`src/rtl/parity_tx_pkg.sv`:
```
// Shared types and framing constants for the parity serial transmitter.
// The state enum is shared so the bench can reason about the same encoding.
package parity_tx_pkg;

    typedef enum logic [2:0] {
        IDLE   = 3'd0,
        START  = 3'd1,
        DATA   = 3'd2,
        PARITY = 3'd3,
        STOP   = 3'd4
    } tx_state_t;

    localparam int   FRAME_BITS = 11;
    localparam int   DATA_BITS  = 8;
    localparam logic IDLE_LEVEL = 1'b1;

endpackage

```
`src/rtl/parity_frame_tx_if.sv`:
```
// Byte handshake between the producer and the serial transmitter.
// The producer holds tx_data/odd_sel/tx_valid until it sees tx_ready.
interface parity_frame_tx_if;
    import parity_tx_pkg::*;

    logic [DATA_BITS-1:0] tx_data;
    logic                 tx_valid;
    logic                 odd_sel;
    logic                 tx_ready;

    modport master (
        output tx_data,
        output tx_valid,
        output odd_sel,
        input  tx_ready
    );

    modport slave (
        input  tx_data,
        input  tx_valid,
        input  odd_sel,
        output tx_ready
    );

endinterface

```
`src/rtl/parity8_gen.sv`:
```
// Combinational 8-bit parity generator producing both even and odd parity.
module parity8_gen
    import parity_tx_pkg::*;
(
    input  logic [DATA_BITS-1:0] data,
    output logic                 even_par,
    output logic                 odd_par
);

    assign even_par = ^data;
    assign odd_par  = ~even_par;

endmodule

```
`src/rtl/parity_frame_tx.sv`:
```
// Serial frame transmitter: start, 8 data bits LSB first, parity, stop.
// tx_out is registered from the next-state decode so it lines up with the state register.
module parity_frame_tx
    import parity_tx_pkg::*;
#(
    parameter int CLKS_PER_BIT = 16,
    parameter int CNT_W        = 16
) (
    input  logic               clk,
    input  logic               rst_n,
    parity_frame_tx_if.slave   bus,
    output logic               tx_out,
    output logic               busy,
    output logic               par_bit,
    output logic               done
);

    localparam logic [CNT_W-1:0] LAST_CNT = CNT_W'(CLKS_PER_BIT - 1);
    localparam logic [2:0]       LAST_BIT = 3'(DATA_BITS - 1);

    tx_state_t            state_q, state_n;
    logic [CNT_W-1:0]     cnt_q, cnt_n;
    logic [2:0]           bit_cnt_q, bit_cnt_n;
    logic [DATA_BITS-1:0] shreg_q, shreg_n;
    logic                 par_q, par_n;
    logic                 tx_out_q, tx_out_n;
    logic                 period_end;
    logic                 accept;
    logic                 even_par, odd_par;

    parity8_gen u_parity (
        .data     (bus.tx_data),
        .even_par (even_par),
        .odd_par  (odd_par)
    );

    assign period_end   = (cnt_q == LAST_CNT);
    assign accept       = (state_q == IDLE) && bus.tx_valid;
    assign bus.tx_ready = (state_q == IDLE);
    assign busy         = (state_q != IDLE);
    assign done         = (state_q == STOP) && period_end;
    assign tx_out       = tx_out_q;
    assign par_bit      = par_q;

    always_comb begin
        state_n   = state_q;
        cnt_n     = cnt_q;
        bit_cnt_n = bit_cnt_q;
        shreg_n   = shreg_q;
        par_n     = par_q;

        // Bit-period counter free-runs in every active state and wraps at each boundary.
        if (state_q != IDLE) begin
            cnt_n = period_end ? '0 : cnt_q + CNT_W'(1);
        end

        case (state_q)
            IDLE: begin
                if (accept) begin
                    state_n = START;
                    cnt_n   = '0;
                    shreg_n = bus.tx_data;
                    par_n   = bus.odd_sel ? odd_par : even_par;
                end
            end
            START: begin
                if (period_end) begin
                    state_n   = DATA;
                    bit_cnt_n = '0;
                end
            end
            DATA: begin
                if (period_end) begin
                    shreg_n   = shreg_q >> 1;
                    bit_cnt_n = bit_cnt_q + 3'd1;
                    if (bit_cnt_q == LAST_BIT) begin
                        state_n = PARITY;
                    end
                end
            end
            PARITY: begin
                if (period_end) begin
                    state_n = STOP;
                end
            end
            STOP: begin
                if (period_end) begin
                    state_n = IDLE;
                end
            end
            default: begin
                state_n = IDLE;
                cnt_n   = '0;
            end
        endcase

        // Line level for the coming cycle, taken from the state being entered.
        case (state_n)
            START:   tx_out_n = 1'b0;
            DATA:    tx_out_n = shreg_n[0];
            PARITY:  tx_out_n = par_n;
            default: tx_out_n = IDLE_LEVEL;
        endcase
    end

    always_ff @(posedge clk or negedge rst_n) begin
        if (!rst_n) begin
            state_q   <= IDLE;
            cnt_q     <= '0;
            bit_cnt_q <= '0;
            par_q     <= 1'b0;
            tx_out_q  <= IDLE_LEVEL;
        end else begin
            state_q   <= state_n;
            cnt_q     <= cnt_n;
            bit_cnt_q <= bit_cnt_n;
            par_q     <= par_n;
            tx_out_q  <= tx_out_n;
        end
    end

    // Payload shift register carries no reset; it is always loaded before use.
    always_ff @(posedge clk) begin
        shreg_q <= shreg_n;
    end

endmodule

```
`src/flat_wrapper.sv`:
```
// flat-port wrapper written by rule: the top's interface ports become plain ports
module parity_frame_tx_flat import parity_tx_pkg::*;
#(
    parameter int CLKS_PER_BIT = 16,
    parameter int CNT_W        = 16
)
  (clk, rst_n, tx_out, busy, par_bit, done, bus_tx_data, bus_tx_valid, bus_odd_sel, bus_tx_ready);
  parity_frame_tx_if bus_i ();
  input  logic clk;
  input  logic rst_n;
  output logic tx_out;
  output logic busy;
  output logic par_bit;
  output logic done;
  input wire logic [$bits(bus_i.tx_data)-1:0] bus_tx_data;
  input wire logic [$bits(bus_i.tx_valid)-1:0] bus_tx_valid;
  input wire logic [$bits(bus_i.odd_sel)-1:0] bus_odd_sel;
  output wire logic [$bits(bus_i.tx_ready)-1:0] bus_tx_ready;
  assign bus_i.tx_data = bus_tx_data;
  assign bus_i.tx_valid = bus_tx_valid;
  assign bus_i.odd_sel = bus_odd_sel;
  assign bus_tx_ready = bus_i.tx_ready;
  parity_frame_tx #(.CLKS_PER_BIT(CLKS_PER_BIT), .CNT_W(CNT_W)) u_core (.clk(clk), .rst_n(rst_n), .bus(bus_i), .tx_out(tx_out), .busy(busy), .par_bit(par_bit), .done(done));
endmodule
```
`config.mk`:
```
export PLATFORM = sky130hd
export DESIGN_NAME = parity_frame_tx_flat
export DESIGN_NICKNAME = d
export VERILOG_FILES = /design/src/rtl/parity_tx_pkg.sv /design/src/rtl/parity_frame_tx_if.sv /design/src/rtl/parity8_gen.sv /design/src/rtl/parity_frame_tx.sv /design/src/flat_wrapper.sv
export SDC_FILE = /design/constraint.sdc
export NUM_CORES = 1
export LEC_CHECK = 0
export ABC_AREA = 0
export CAP_MARGIN = 5
export CORE_AREA = 2 2 60 62
export CTS_CLUSTER_DIAMETER = 150
export DETAILED_ROUTE_END_ITERATION = 8
export DIE_AREA = 0 0 62 64
export PLACE_DENSITY = 0.73
export SETUP_SLACK_MARGIN = 0.4
export SLEW_MARGIN = 20
export SYNTH_ARGS = -nofsm -noshare
export SYNTH_HDL_FRONTEND = slang
export SYNTH_SLANG_ARGS = --single-unit
```
`constraint.sdc`:
```
create_clock -name clk -period 2.3 [get_ports clk]
set_input_delay 0.23 -clock clk [delete_from_list [all_inputs] [get_ports clk]]
set_output_delay 0.23 -clock clk [all_outputs]
set_load 0.005 [all_outputs]
```
==> reports/results.tsv <==
stage	metric	value	unit
logic_synthesis	Synthesized Nets	190	
worst_setup_path	CP endpoint kind	flip-flop	
clocking	TritonCTS buffer count	5	
final_layout	# fillers	230	
worst_setup_path	Crit path arrival time	2.29	ns
clocking	CTS root buffer	clkbuf_4	
clocking	H-tree Lvls	2	
logic_synthesis	synth unique cells	43	
placed_design	dpl cells	239	
final_layout	layout cells sized above 1	30.91	%
drt	Final ANT Viol Nets	0	
placed_design	gpl congestion	0.7983	
worst_setup_path	Critical Path Sink	u_core.cnt_q[6]$_DFF_PN0_	
power	Pwr Density	882.0	nW/um^2
logic_synthesis	register area share after synthesis	46.80	%
clocking	Longest Clk Path Bufs	2	
logic_synthesis	ys async rst share	75.00	%
drt	1st-iter DRT viols	99	
final_layout	Storage cell area	839.6	sq um
logic_synthesis	Yosys top cell by area	dfrtp_1	
final_layout	non-filler cells, final	266	
global_routing	vias in the first global route	1458	
power	Final Total Pwr	0.002056	W
sta	Peak Freq	486.2	MHz
sta	max-slew violation count	0	
worst_setup_path	R2R setup slack	0.24	ns
outcome	status	completed	
worst_setup_path	Setup crit start kind	flip-flop	
worst_setup_path	crit path launch	u_core.cnt_q[11]$_DFF_PN0_	
drt	vias	1553	
logic_synthesis	synthesized instance count	175	
sta	# setup viols final	0	
worst_setup_path	CP required	2.53	ns
power	Max rail drop VDD	0.5785	mV
die	Die Wd	62	microns
global_routing	Remaining Overflow, GRT	0	
drt	Residual DRC	0	
die	die height	64	microns
sta	period utilization	89.43	%
sta	RSZ-0062 raised after global routing	yes	
drt	WL/cell	16.81	microns
final_layout	NumNets Final	234	
sta	setup_tns	0	ns
worst_setup_path	R2R Path End	u_core.cnt_q[6]$_DFF_PN0_	
logic_synthesis	Syn. warnings	0	
worst_setup_path	WS Path Type	flip-flop to flip-flop	
min_path	Hold Crit Class	primary input to asynchronous set/reset pin	
logic_synthesis	synthesized area	1778	sq um
worst_setup_path	RR Startpoint	u_core.cnt_q[11]$_DFF_PN0_	
logic_synthesis	Synth area leaders	dfrtp_1, edfxtp_1, xnor2_1, nor2_1, xor2_1	
worst_setup_path	critical path fanouts, max	7	
die	die area	3968	sq um
die	Starting Density	54.13	%
clocking	CTS tree	yes	
final_layout	Multi-input gate area	991.0	sq um
clocking	worst-skew pair later-pin latency	0.35	ns
logic_synthesis	syn avg cell area	10.16	sq um
die	Cell Rows	21	
logic_synthesis	Yosys top cell area share	32.37	%
drt	vias per inst	5.838	
drt	first-pass detailed-route iteration total	4	
sta	Worst-Margin Slew	0.3424	ns
final_layout	Layout area overhead	31.11	%
job	MaxCap Viol Count	0	
die	io pins	17	
final_layout	Final Util	70.97	%
logic_synthesis	Yosys reg bits	32	
global_routing	first-pass GRT wire length	6.762	mm
placed_design	DP Wirelength	2.686	mm
sta	post-route minimum period	2.057	ns
clocking	clock sinks	32	
logic_synthesis	Post-synth EDFFs	7	
die	Core ar.	3284	sq um
drt	DRT Wirelength	4.472	mm
sta	max_slew headroom	76.96	%
global_routing	largest net degree at the start of global routing	25	
placed_design	I/O Buffers	16	
power	P_leak	0.9555	nW
logic_synthesis	Most used DFF post-synth	dfrtp_1	
global_routing	initial antenna violation count	0	
clocking	clock slew at reported path FFs	0.10	ns
global_routing	gr usage total	23.64	%
sta	clk_skew	0.01132	ns
sta	Hold Vio Cnt, Final	0	
final_layout	diode count	0	
worst_setup_path	cells on worst reg2reg path	7	
-- critical path: stages (launching register included) --
cell and delay [ns]:
dfrtp_2 0.43, buf_6 0.12, or4_4 0.45, nor4_4 0.38
o21ai_2 0.10, o21ai_2 0.22, buf_6 0.18, nor2_1 0.06
-- cells in the final DEF, fill, tap and decap left out, types with 3 or more instances in the layout --
cell type and count:
nor2_1 15, nor4_4 6, edfxtp_1 7, ha_1 3, o21ai_0 5, nor2_2 8, o2bb2ai_1 3, a31oi_1 3
clkbuf_4 5, buf_6 3, a22o_1 6, dfrtp_1 17, nand2_1 14, clkdlybuf4s50_1 15, xor2_1 9, or4_4 3
dfrtp_2 6, a21oi_1 3, nand3_1 9, buf_4 24, nand4_1 7, xnor2_1 10, nor3_1 3, inv_1 3
-- power by group --
part	internal (W)	switching, W	leakage (nW)	total [W]
clock network	0.000151	0.000196	0.0326	0.000347
registers	0.000703	0.000106	0.379	0.000809
logic	0.000410	0.000490	0.544	0.000900
-- routing by layer --
metal / up-vias / share of wire, % / track usage (%)
met2: 43 / 49 / 36.20
li1: 721 / - / -
met5: - / 0 / 0
met3: 13 / 4.2 / 4.858
met4: 0 / 2.4 / 10.37
met1: 776 / 44 / 31.67
-- stage by stage --
stage          hold slack (ns)  instance area, sq um  setup slack, ns
6_report                0.2346                  2331           0.2432
5_1_grt                 0.2698                  2331           0.1930
4_1_cts                 0.2539                  2282           0.2809
3_3_place_gp            0.4578                  2028           0.2726
2_1_floorplan         -0.06559                  1782           0.4089
3_5_place_dp            0.4625                  2028           0.2525
-- sequential cells by signal, summed over array words and instances, names as in the netlist --
name	flops
u_core.tx_out	1
u_core.state_q	3
u_core.par_bit	1
u_core.shreg_q	8
u_core.bit_cnt_q	3
u_core.cnt_q	16
-- cell families (layout without fill, tap and decap cells) --
group / Yosys count / count (layout) / share of synthesized area [%]
simple gates: 82 / 82 / 26.04
flops: 32 / 32 / 46.80
compound gates: 26 / 26 / 10.70
xor+xnor: 20 / 20 / 10.63
buf+inv: 10 / 55 / 2.603
fa+ha+maj: 3 / 3 / 2.111
mux: 2 / 2 / 1.126
-- repair_timing --
| action | 4_1_cts | 5_1_grt |
|---|---|---|
| endpoints found under the setup margin | 21 | 21 |
| pin swaps | 15 | 7 |
| resized for setup | 21 | 13 |
| gates cloned | 1 | 0 |
| hold endpoints to repair | 0 | 0 |
| hold buffers | 0 | 0 |
| buffers inserted | 15 | 3 |
-- cells in the mapped netlist, types with 2 or more instances --
library cell and n:
dfrtp_1 23, nor2_1 23, nand2_1 15, xnor2_1 10, nand3_1 9, xor2_1 9, edfxtp_1 7, nand4_1 7
a22o_1 6, nor4_1 5, o21ai_0 5, inv_1 4, a21oi_1 3, a31oi_1 3, clkbuf_1 3, ha_1 3
nor3_1 3, o2bb2ai_1 3, and3_1 2, mux2i_1 2, nor2b_1 2, nor3b_1 2, nor4_4 2, o21ai_2 2
or2_2 2, or3_1 2, or4_4 2
-- worst min path at each step --
stage | start | endpoint | slack [ns] | depth (start not counted)
2_1_floorplan | rst_n | u_core.bit_cnt_q[0]$_DFFE_PN0P_ | -0.07 | 0
3_3_place_gp | u_core.shreg_q[0]$_DFF_P_ | u_core.shreg_q[0]$_DFF_P_ | 0.46 | 2
3_5_place_dp | u_core.shreg_q[0]$_DFF_P_ | u_core.shreg_q[0]$_DFF_P_ | 0.46 | 2
4_1_cts | rst_n | u_core.par_bit$_DFF_PN0_ | 0.25 | 2
5_1_grt | rst_n | u_core.cnt_q[7]$_DFF_PN0_ | 0.27 | 2
6_report | rst_n | u_core.cnt_q[5]$_DFF_PN0_ | 0.23 | 2
-- final cells by class --
class / count / share of cell area (%)
Multi-Input combinational cell: 133 / 42.51
Sequential cell: 32 / 36.02
Timing Repair Buffer: 43 / 15.83
Clock buffer: 8 / 2.523
Tap cell: 46 / 2.469
Inverter: 4 / 0.6441
No activity file was read; power rests on OpenSTA's default activity.
